**src/rtl/pll_lock_supervisor.sv**
```systemverilog
// PLL reset sequencer and lock qualifier gating the design-wide system reset.
// Define PLL_SUP_WATCHDOG_EN to add the lock watchdog, retry counting and FAULT state.
module pll_lock_supervisor #(
  parameter int PLL_RST_CYCLES = 16,
  parameter int STABLE_CYCLES  = 1024,
  parameter int LOCK_TIMEOUT   = 65536,
  parameter int MAX_RETRIES    = 3
) (
  input  logic       clk,
  input  logic       reset,
  input  logic       pll_locked,
  input  logic       relock_req,
  output logic       pll_rst,
  output logic       sys_rst,
  output logic       ready,
  output logic       fault,
  output logic [3:0] retry_cnt,
  output logic [7:0] lost_cnt
);

  localparam int MAX_A = (PLL_RST_CYCLES > STABLE_CYCLES) ? PLL_RST_CYCLES : STABLE_CYCLES;
  localparam int MAX_C = (MAX_A > LOCK_TIMEOUT) ? MAX_A : LOCK_TIMEOUT;
  localparam int CW    = $clog2(MAX_C) + 1;

  typedef enum logic [2:0] {
    S_PLLRST = 3'd0,
    S_WAIT   = 3'd1,
    S_STABLE = 3'd2,
    S_RUN    = 3'd3,
    S_FAULT  = 3'd4
  } state_t;

  state_t        state_r, state_nxt_s;
  logic [CW-1:0] cnt_r, cnt_nxt_s;
  logic          sync1_r, lk_s;
  logic [3:0]    retry_nxt_s, retry_inc_s;
  logic [7:0]    lost_nxt_s;
  logic          wdog_exp_s;
  logic          pll_rst_nxt_s, sys_rst_nxt_s, ready_nxt_s, fault_nxt_s;

`ifdef PLL_SUP_WATCHDOG_EN
  assign wdog_exp_s = (cnt_r == CW'(LOCK_TIMEOUT - 1));
`else
  assign wdog_exp_s = 1'b0;
`endif

  // State, counters, lock synchronizer and registered outputs
  always_ff @(posedge clk) begin
    if (reset) begin
      state_r   <= S_PLLRST;
      cnt_r     <= {CW{1'b0}};
      sync1_r   <= 1'b0;
      lk_s      <= 1'b0;
      retry_cnt <= 4'd0;
      lost_cnt  <= 8'd0;
      pll_rst   <= 1'b1;
      sys_rst   <= 1'b1;
      ready     <= 1'b0;
      fault     <= 1'b0;
    end else begin
      state_r   <= state_nxt_s;
      cnt_r     <= cnt_nxt_s;
      sync1_r   <= pll_locked;
      lk_s      <= sync1_r;
      retry_cnt <= retry_nxt_s;
      lost_cnt  <= lost_nxt_s;
      pll_rst   <= pll_rst_nxt_s;
      sys_rst   <= sys_rst_nxt_s;
      ready     <= ready_nxt_s;
      fault     <= fault_nxt_s;
    end
  end

  // Next-state and counter update logic
  always_comb begin
    state_nxt_s = state_r;
    retry_nxt_s = retry_cnt;
    lost_nxt_s  = lost_cnt;
    retry_inc_s = retry_cnt + 4'd1;
    if (relock_req) begin
      state_nxt_s = S_PLLRST;
      retry_nxt_s = 4'd0;
    end else begin
      case (state_r)
        S_PLLRST: begin
          if (cnt_r == CW'(PLL_RST_CYCLES - 1)) state_nxt_s = S_WAIT;
          else                                  state_nxt_s = S_PLLRST;
        end
        S_WAIT: begin
          // The WAIT cycle that first sees lk_s counts as the first qualified lock cycle.
          if (lk_s) begin
            if (STABLE_CYCLES <= 1) begin
              state_nxt_s = S_RUN;
              retry_nxt_s = 4'd0;
            end else begin
              state_nxt_s = S_STABLE;
            end
          end else if (wdog_exp_s) begin
            retry_nxt_s = retry_inc_s;
            if (retry_inc_s == 4'(MAX_RETRIES)) state_nxt_s = S_FAULT;
            else                                state_nxt_s = S_PLLRST;
          end else begin
            state_nxt_s = S_WAIT;
          end
        end
        S_STABLE: begin
          if (!lk_s) begin
            state_nxt_s = S_WAIT;
          end else if (cnt_r == CW'(STABLE_CYCLES - 1)) begin
            state_nxt_s = S_RUN;
            retry_nxt_s = 4'd0;
          end else begin
            state_nxt_s = S_STABLE;
          end
        end
        S_RUN: begin
          if (!lk_s) begin
            state_nxt_s = S_PLLRST;
            if (lost_cnt == 8'hFF) lost_nxt_s = lost_cnt;
            else                   lost_nxt_s = lost_cnt + 8'd1;
          end else begin
            state_nxt_s = S_RUN;
          end
        end
        S_FAULT: state_nxt_s = S_FAULT;
        default: state_nxt_s = S_PLLRST;
      endcase
    end

    if (relock_req || (state_nxt_s != state_r)) begin
      if (state_nxt_s == S_STABLE) cnt_nxt_s = CW'(1);
      else                         cnt_nxt_s = {CW{1'b0}};
    end else begin
      cnt_nxt_s = cnt_r + CW'(1);
    end
  end

  // Output decode from the next state so outputs change on the entering edge
  always_comb begin
    pll_rst_nxt_s = 1'b1;
    sys_rst_nxt_s = 1'b1;
    ready_nxt_s   = 1'b0;
    fault_nxt_s   = 1'b0;
    case (state_nxt_s)
      S_PLLRST: pll_rst_nxt_s = 1'b1;
      S_WAIT:   pll_rst_nxt_s = 1'b0;
      S_STABLE: pll_rst_nxt_s = 1'b0;
      S_RUN: begin
        pll_rst_nxt_s = 1'b0;
        sys_rst_nxt_s = 1'b0;
        ready_nxt_s   = 1'b1;
      end
      S_FAULT:  fault_nxt_s = 1'b1;
      default:  pll_rst_nxt_s = 1'b1;
    endcase
  end

endmodule

```
**config.mk**
```make
export PLATFORM = sky130hd
export DESIGN_NAME = pll_lock_supervisor
export DESIGN_NICKNAME = d
export VERILOG_FILES = /design/src/rtl/pll_lock_supervisor.sv
export SDC_FILE = /design/constraint.sdc
export NUM_CORES = 1
export LEC_CHECK = 0
export BUFFER_PORTS_ARGS = -buffer_cell sky130_fd_sc_hd__clkbuf_2
export CAP_MARGIN = 20
export CORE_MARGIN = 1
export CORE_UTILIZATION = 40
export DETAILED_ROUTE_END_ITERATION = 6
export HOLD_SLACK_MARGIN = 0.06
export MAX_ROUTING_LAYER = met4
export PLACE_DENSITY = 0.65
export SLEW_MARGIN = 15
export SYNTH_ARGS = -nofsm -noshare
export SYNTH_HDL_FRONTEND = slang
export SYNTH_SLANG_ARGS = --single-unit
```
**constraint.sdc**
```tcl
create_clock -name clk -period 5.05 [get_ports clk]
set_clock_uncertainty 0.15 [all_clocks]
set_input_delay 0.7575 -clock clk [delete_from_list [all_inputs] [get_ports clk]]
set_output_delay 0.7575 -clock clk [all_outputs]
set_load 0.1 [all_outputs]
```
After elaboration in Yosys (flattened, before gate mapping)
Cells that the tools add are included.
{"block": "totals", "reg_bits": 34, "input_bits": 4, "wordCells": 43}
{"block": "classes", "addsub": 2, "eq_ne": 12, "n_mux": 13, "bitwise": 3, "reduce_logical": 4}
{"op": "$add A17 B1 Y17 const B", "count": 1}
{"op": "$eq A17 B10 Y1 const B", "count": 1}
{"op": "$eq A17 B4 Y1 const B", "count": 1}
{"op": "$mux W17", "count": 1}
{"op": "$pmux W3 S5", "count": 1}
{"op": "$eq A3 B2 Y1 const B", "count": 4}
{"op": "$add A8 B1 Y8 const B", "count": 1}
{"op": "$eq A8 B8 Y1 const B", "count": 1}
{"op": "$mux W1", "count": 7}
{"op": "$eq A3 B1 Y1 const B", "count": 2}
{"op": "$eq A3 B3 Y1 const B", "count": 2}
{"op": "$mux W2", "count": 3}
{"op": "$reduce_and A4 Y1", "count": 1}
{"op": "$logic_not A3 Y1", "count": 1}
{"op": "$mux W3", "count": 1}
{"op": "$ne A3 B3 Y1", "count": 1}
{"op": "$not A1 Y1", "count": 3}
{"op": "$reduce_or A3 Y1", "count": 1}
{"op": "$logic_or A1 B1 Y1", "count": 1}

Depth between registers and ports, before layout
Gate-level depths: netlist of run 1.
{"block": "depth", "word_depth": 8, "ltp_mapped": 6}

Worst setup path before layout of run 1
No wires, ideal clock.
{"block": "synth_path", "kind": "reg2reg", "start": "reg lost_cnt[0]", "end": "reg lost_cnt[1]", "t_arrival_ns": 2.132, "required_time_ns": 4.772, "path_slack_ns": 2.640, "path_stages_with_launch": 6, "period_less_slack_ns": 2.410, "cell_sequence": "dfxtp_1 > ha_1 > nand3_1 > o211ai_1 > mux2i_1 > nor2_1"}
{"block": "synth_via", "elab_chain_len": 3}
{"item": "from (decl)", "line": "18", "rtl": "output logic [7:0] lost_cnt"}
{"item": "from (signal assigned)", "line": "66", "rtl": "lost_cnt <= lost_nxt_s;"}
{"item": "branches (longest 3 deep; another with $add A8 B1 Y8)"}
Several ways; the timed one is not identified.
A chain may end at the register's enable or synchronous reset.

Worst setup path in the final report of run 1
{"block": "layout_path", "start": "reg cnt_r[0]", "end": "reg cnt_r[3]"}
{"block": "layout_via", "elab_chain_len": 8}
{"item": "from (decl)", "line": "34", "rtl": "logic [CW-1:0] cnt_r, cnt_nxt_s;"}
{"item": "from (signal assigned)", "line": "51", "rtl": "cnt_r <= {CW{1'b0}};"}
{"item": "from (signal assigned)", "line": "62", "rtl": "cnt_r <= cnt_nxt_s;"}
{"item": "$eq A17 B10 Y1", "line": "109", "rtl": "end else if (cnt_r == CW'(STABLE_CYCLES - 1)) begin"}
{"item": "$mux W1", "line": "109"}
{"item": "$mux W2", "line": "107", "rtl": "if (!lk_s) begin"}
{"item": "$pmux W3 S5", "line": "84", "rtl": "case (state_r)"}
{"item": "$mux W3", "line": "80", "rtl": "if (relock_req) begin"}
{"item": "$ne A3 B3 Y1", "line": "130", "rtl": "if (relock_req || (state_nxt_s != state_r)) begin"}
{"item": "$logic_or A1 B1 Y1", "line": "130"}
{"item": "$mux W17 *", "line": "130"}
Every way passes the cells marked *; elsewhere a longest branch is shown, timed or not.

==> flow_metrics.py, run 1 <==
metrics = {
    "run_status": {
        "status": "complete, no violations",
    },
    "yosys": {
        "synth_ff_type": "dfxtp_1",
        "syn_area_um2": 1630,
        "yosys.area.top_type": "dfxtp_1",
        "synth_cell_types": 40,
        "ys_seq_area_frac": 0.417,
        "yosys_warnings": 0,
        "synthArstFlopShare": 0,
        "synthCells": 184,
        "yosys.area.top_type_share": 0.417,
        "synth-edff-count": 0,
        "avgSynthCellArea_um2": 8.87,
        "synth_top_cells_by_area": "dfxtp_1, xor2_1, nor2_1",
        "ys_seq_elements": 34,
    },
    "worst_setup_path": {
        "path_class": "reg2reg",
        "path_buf_inv": 0,
        "crit_family": "simple AND/OR/NAND/NOR gates",
        "cp-end-kind": "flop",
        "critical_path_arrival_ns": 2.27,
        "path_cells": "ha_1 > nand3_1 > or2_2 > o31ai_1 > nor3_1",
        "cp.required_ns": 5.03,
        "cp_max_fo": 7,
        "worstSetupStartpointType": "flop",
        "crit_path_top_delay_cell": "o31ai_1",
        "r2r_start": "cnt_r[0]$_SDFF_PP0_",
        "startpoint": "cnt_r[0]$_SDFF_PP0_",
        "cp_slowest_stage_delay_ns": 0.69,
    },
    "clock_tree": {
        "clock-sinks": 34,
        "cts_tree": "yes",
        "cts_root_buf": "clkbuf_8",
        "htree_levels": 2,
        "path_clk_slew_ns": 0.06,
        "numCtsBuffers": 5,
        "cts_buffer_depth": 2,
        "hold_buffers": 0,
        "cts_resized": 0,
        "post_cts_buffers": 0,
        "clk_latency_ns": 0.28,
    },
    "grt": {
        "grt_pass1_wl_um": 5070,
        "grt_use_total": 0.159,
        "grt_max_degree": 17,
        "grt_pass1_vias": 1133,
        "grt-ovfl-total": 0,
        "antenna_found_initial": 0,
    },
    "floorplanning": {
        "core_area_um2": 3800,
        "dieArea_um2": 4340,
        "fp.dieH_um": 65.9,
        "pin_count": 20,
        "initial_core_util": 0.430,
        "num_rows": 22,
        "fp.dieW_um": 65.9,
    },
    "detailed_routing": {
        "finalWirelength_um": 3000,
        "drtAntennaViolNets": 0,
        "dr.pass1.iters": 4,
        "via_per_inst": 5.36,
        "post-route-drc-count": 0,
        "drtIter0Drc": 81,
        "vias": 1314,
        "wl_per_cell_um": 12.2,
    },
    "min_path": {
        "hold_start": "sync1_r$_SDFF_PP0_",
        "min_path_type": "reg2reg",
    },
    "timing": {
        "rsz0062_at_grt": "false",
        "hold_viol_final": 0,
        "fmax_mhz": 438,
        "slew_headroom": 0.469,
        "drv_slew": 0,
        "period_minus_slack_ns": 2.28,
        "fin_crit_sh": 0.452,
        "setup_tns_ns": 0,
        "max_slew.worst_pin.slew_ns": 0.790,
        "setup_viol": 0,
    },
    "flow_run": {
        "drv_cap": 0,
    },
    "power": {
        "peakVddDrop_uv": 190,
        "power_density_nw_per_um2": 276,
        "p_total_mw": 0.491,
        "leakagePower_nw": 0.643,
    },
    "place": {
        "gp_congestion": 0.874,
        "place.port_buffers": 15,
        "place_hpwl_um": 2140,
        "dp.cells": 239,
    },
    "final_layout": {
        "area_delta_synth_final_pct": 8.82,
        "num_antenna_cells": 0,
        "layout-drive-gt1-share": 0.127,
        "final_cells": 245,
        "layout.nets": 204,
        "fillers": 369,
    },
}
[layer usage]
layer / wire length [µm] / up-vias / GRT usage
met3: 114 / 5 / 0.0466
met1: 1600 / 597 / 0.220
li1: - / 686 / -
met5: 0 / - / -
met4: 24 / 0 / 0.0679
met2: 1260 / 26 / 0.212
[worst register-to-register path, cell delays in order (launching register included)]
cell and delay (ns):
dfxtp_1 0.37, ha_1 0.21, nand3_1 0.22, or2_2 0.39, o31ai_1 0.69, nor3_1 0.11
[stage by stage]
step                      instance area (µm²)  setup WS, ns  hold WS [ns]  utilization
after floorplan                          1640          2.64         0.264            -
after global placement                   1690          2.76         0.276        0.446
after detailed placement                 1690          2.78         0.272        0.446
after CTS                                1780          2.76         0.287        0.467
after global routing                     1780          2.58         0.302        0.467
final                                    1780          2.77         0.284        0.467
[report_power, final]
| part | switching [mW] | leakage [nW] | internal (mW) | total (mW) |
|---|---|---|---|---|
| logic | 0.0204 | 0.325 | 0.00451 | 0.0249 |
| registers | 0.00180 | 0.275 | 0.270 | 0.272 |
| clock network | 0.0889 | 0.0431 | 0.105 | 0.194 |
| total | 0.111 | 0.643 | 0.379 | 0.491 |
[placed cells by master (no fill, tap or decap)]
cell        n
or3b_1      1
or3_1       6
nor2_1     19
nand2_1     9
ha_1        2
nor4_1      4
inv_1       3
xnor2_1     7
nor3b_1     1
clkbuf_8    6
o2111ai_1   1
a21o_1      2
and4_1      2
clkbuf_2   15
a21oi_1     9
or2_2       1
o21ai_0     6
or4_4       1
dfxtp_1    34
o21a_1      1
and3_1      6
nand3b_1    1
nor2b_1     2
o311ai_0    1
nand3_1     9
o311ai_4    1
conb_1      4
nand2b_1    1
a211o_1     1
xor2_1      9
mux2i_1     2
and3b_2     1
or4_1       1
a21boi_1    1
nand4_1    10
nor3_1     11
o31ai_1     4
o211ai_1    2
[final timing paths]
| path | endpoint | slack [ns] | depth (start not counted) |
|---|---|---|---|
| worst min-delay path | lk_s$_SDFF_PP0_ | 0.28 | 1 |
| worst min register to register | lk_s$_SDFF_PP0_ | 0.28 | 1 |
| worst max-delay path | cnt_r[3]$_SDFF_PP0_ | 2.77 | 5 |
| worst max register to register | cnt_r[3]$_SDFF_PP0_ | 2.77 | 5 |
[sequential cells by signal (all words and copies together), names as in the netlist]
signal / cells
lk_s: 1
state_r: 3
cnt_r: 17
fault: 1
lost_cnt: 8
ready: 1
pll_rst: 1
sync1_r: 1
sys_rst: 1
[cells by family after synthesis]
kind of cell,synth area share
and+or+nand+nor,0.284
buffers and inverters,0.0590
other,0.00230
DFF,0.417
AOI/OAI and AO/OA,0.124
xor gates and xnor gates,0.0859
adders and majority gates,0.0153
muxes,0.0123
[synthesized netlist by cell type (5+ instances only)]
master / count
nor2_1: 19
a21oi_1: 9
or3_1: 6
and3_1: 6
xor2_1: 9
o21ai_0: 6
nand3_1: 9
nand4_1: 10
xnor2_1: 7
nor3_1: 11
nand2_1: 9
buf_4: 5
dfxtp_1: 34
[final cells by class]
class	instances	area (µm²)	area share
Clock buffer	6	82.6	0.0465
Inverter	3	11.3	0.00634
Multi-Input combinational cell	139	866	0.488
Sequential cell	34	681	0.383
Tap cell	48	60.1	0.0338
Timing Repair Buffer	15	75.1	0.0423
No activity file was read; power rests on OpenSTA's default activity.
==> run 2, diff against run 1 <==
ABC_AREA = 1   (was unset)
clock period = 2.2 ns   (was 5.05 ns; I/O delays follow)
==> flow_metrics.py, run 2 <==
metrics = {
    "grt": {
        "grt-ovfl-total": 0,
        "antenna_found_initial": 0,
        "grt_pass1_wl_um": 5020,
        "grt_use_total": 0.156,
        "grt_max_degree": 17,
        "grt_pass1_vias": 1152,
    },
    "min_path": {
        "min_to": "sync1_r$_SDFF_PP0_",
        "hold_start": "pll_locked",
        "whs_path_depth": 3,
        "min_path_type": "in2reg",
    },
    "yosys": {
        "yosys_warnings": 0,
        "synthArstFlopShare": 0,
        "synth-edff-count": 0,
        "synth_ff_type": "dfxtp_1",
        "avgSynthCellArea_um2": 7.67,
        "synth_cell_types": 31,
        "netlist_top_cells_count": "nand2_1, nor2_1, dfxtp_1",
        "synthCells": 219,
        "yosys.area.top_type_share": 0.405,
        "yosysMostFrequentCell": "nand2_1",
        "synth_top_cells_by_area": "dfxtp_1, nand2_1, nor2_1",
        "ys_seq_elements": 34,
        "ys_seq_area_frac": 0.405,
        "syn_area_um2": 1680,
        "yosys.area.top_type": "dfxtp_1",
    },
    "clock_tree": {
        "numCtsBuffers": 5,
        "cts_tree": "yes",
        "htree_levels": 2,
        "cts_buffer_depth": 2,
        "cts_resized": 0,
        "post_cts_buffers": 0,
        "cts_root_buf": "clkbuf_8",
        "path_clk_slew_ns": 0.07,
        "clk_latency_ns": 0.29,
        "hold_buffers": 0,
        "clock-sinks": 34,
    },
    "place": {
        "place.port_buffers": 15,
        "gp_congestion": 0.817,
        "place_hpwl_um": 2070,
        "dp_slack_ns": 0.356,
        "placed_area_um2": 1780,
    },
    "timing": {
        "slew_headroom": 0.634,
        "fmax_mhz": 546,
        "period_minus_slack_ns": 1.83,
        "setup_slack_ns": 0.368,
        "setup_tns_ns": 0,
        "holdWs_ns": 0.0771,
        "rsz0062_at_grt": "false",
        "hold_viol_final": 0,
        "fin_crit_sh": 0.833,
        "max_slew.worst_pin.slew_ns": 0.551,
        "setup_viol": 0,
        "drv_slew": 0,
    },
    "floorplanning": {
        "num_rows": 23,
        "dieArea_um2": 4460,
        "fp.dieH_um": 66.8,
        "fp.dieW_um": 66.8,
        "core_area_um2": 4030,
        "initial_core_util": 0.417,
        "pin_count": 20,
    },
    "power": {
        "power_density_nw_per_um2": 617,
        "leakagePower_nw": 0.783,
        "peakVddDrop_uv": 321,
    },
    "worst_setup_path": {
        "r2r_slack_ns": 0.37,
        "cp_slowest_stage_delay_ns": 0.37,
        "critical_path_arrival_ns": 1.86,
        "cp.required_ns": 2.23,
        "path_buf_inv": 0,
        "r2r_start": "cnt_r[0]$_SDFF_PP0_",
        "path_class": "reg2reg",
        "worstSetupStartpointType": "flop",
        "path_depth": 10,
        "crit_path_top_delay_cell": "dfxtp_1",
        "cp-end-kind": "flop",
        "rr_endpoint": "cnt_r[15]$_SDFF_PP0_",
        "crit_family": "simple AND/OR/NAND/NOR gates",
        "cp_max_fo": 16,
        "crit_path_frequent_cell": "nand2_1",
        "r2r_cells": 10,
        "path_cells": "ha_1 > nand3_2 > nor3_2 > nand2_1 > nand2_1 > nand2_1 > nand3_2 > nand2_2 > nand3_4 > nor2_1",
    },
    "detailed_routing": {
        "finalWirelength_um": 2830,
        "dr.pass1.iters": 5,
        "via_per_inst": 4.60,
        "vias": 1328,
        "wl_per_cell_um": 9.80,
        "drtIter0Drc": 84,
        "post-route-drc-count": 0,
        "drtAntennaViolNets": 0,
    },
    "final_layout": {
        "layout.nets": 244,
        "fin_util": 0.466,
        "largest_register_ffs": 17,
        "layout-drive-gt1-share": 0.222,
        "num_antenna_cells": 0,
        "layout_common_cells": "nand2_1, nor2_1, dfxtp_1",
        "largest-register": "cnt_r",
        "fin_area_um2": 1880,
        "fillers": 408,
        "final_common_cell": "nand2_1",
        "reg.largest.list": "cnt_r x17, lost_cnt x8, state_r x3",
        "area_delta_synth_final_pct": 11.6,
    },
    "flow_run": {
        "drv_cap": 0,
    },
    "run_status": {
        "status": "complete, no violations",
    },
}
run 2: cell count changes in the layout (fill, tap and decap cells not counted), moves of 6 or more:
| cell | delta |
|---|---|
| a21oi_1 | -7 |
| nand2_1 | +28 |
| nor3_1 | -6 |
| inv_1 | +24 |
| nor2_2 | +13 |
| and3_1 | -6 |
| nor2_1 | +17 |
| nand4_1 | -6 |
| or3_1 | -6 |
run 2: worst max-delay path by stage:
| stage | from | to | slack, ns |
|---|---|---|---|
| 6_report | cnt_r[0]$_SDFF_PP0_ | cnt_r[15]$_SDFF_PP0_ | 0.37 |
| 5_1_grt | cnt_r[0]$_SDFF_PP0_ | cnt_r[15]$_SDFF_PP0_ | 0.19 |
| 4_1_cts | cnt_r[0]$_SDFF_PP0_ | cnt_r[15]$_SDFF_PP0_ | 0.34 |
| 3_5_place_dp | cnt_r[0]$_SDFF_PP0_ | cnt_r[15]$_SDFF_PP0_ | 0.36 |
| 3_3_place_gp | cnt_r[0]$_SDFF_PP0_ | cnt_r[12]$_SDFF_PP0_ | 0.40 |
| 2_1_floorplan | lost_cnt[2]$_SDFFE_PP0P_ | lost_cnt[6]$_SDFFE_PP0P_ | 0.01 |
run 2: worst register-to-register path: stages (launching register included):
cell     delay [ns]
dfxtp_1        0.37
ha_1           0.23
nand3_2        0.16
nor3_2         0.19
nand2_1        0.08
nand2_1        0.05
nand2_1        0.07
nand3_2        0.07
nand2_2        0.07
nand3_4        0.20
nor2_1         0.09
run 2: layout make-up:
| type | count | area [µm²] | share of cell area |
|---|---|---|---|
| multi-input cells | 151 | 841 | 0.448 |
| clock inverters | 2 | 12.5 | 0.00667 |
| flip-flops and latches | 34 | 686 | 0.366 |
| repair buffers | 15 | 75.1 | 0.0400 |
| well taps | 50 | 62.6 | 0.0334 |
| inverters | 31 | 116 | 0.0620 |
| clock buffers | 6 | 82.6 | 0.0440 |
run 2: metal layers:
metal	wire length [µm]	vias up	share of wire	GRT usage
met4	59	0	0.021	0.0718
met1	1480	587	0.52	0.203
met2	1150	23	0.41	0.210
met5	0	-	0	-
li1	-	711	-	-
met3	144	7	0.051	0.0616
run 2: cell families (layout without fill, tap and decap cells):
logic type      after synthesis  after routing  share of synthesized area
compound gates                8              8                     0.0305
xor+xnor                     18             18                     0.0938
fa+ha+maj                     2              2                     0.0149
buf+inv                      37             54                      0.101
flops                        34             34                      0.405
other cells                   1              4                    0.00223
simple gates                119            119                      0.352
run 2: report_power, final:
part | internal [mW] | total, mW | switching, mW | leakage, nW
Clock | 0.251 | 0.480 | 0.228 | 0.0472
Combinational | 0.00788 | 0.0563 | 0.0484 | 0.460
Sequential | 0.619 | 0.621 | 0.00246 | 0.277
Total | 0.878 | 1.16 | 0.279 | 0.783
run 2: metrics by stage:
step                      total power, mW  instances
after floorplan                     0.694        222
after global placement              0.692        281
after detailed placement            0.692        281
after CTS                            1.18        289
after global routing                 1.20        289
final                                1.16        289
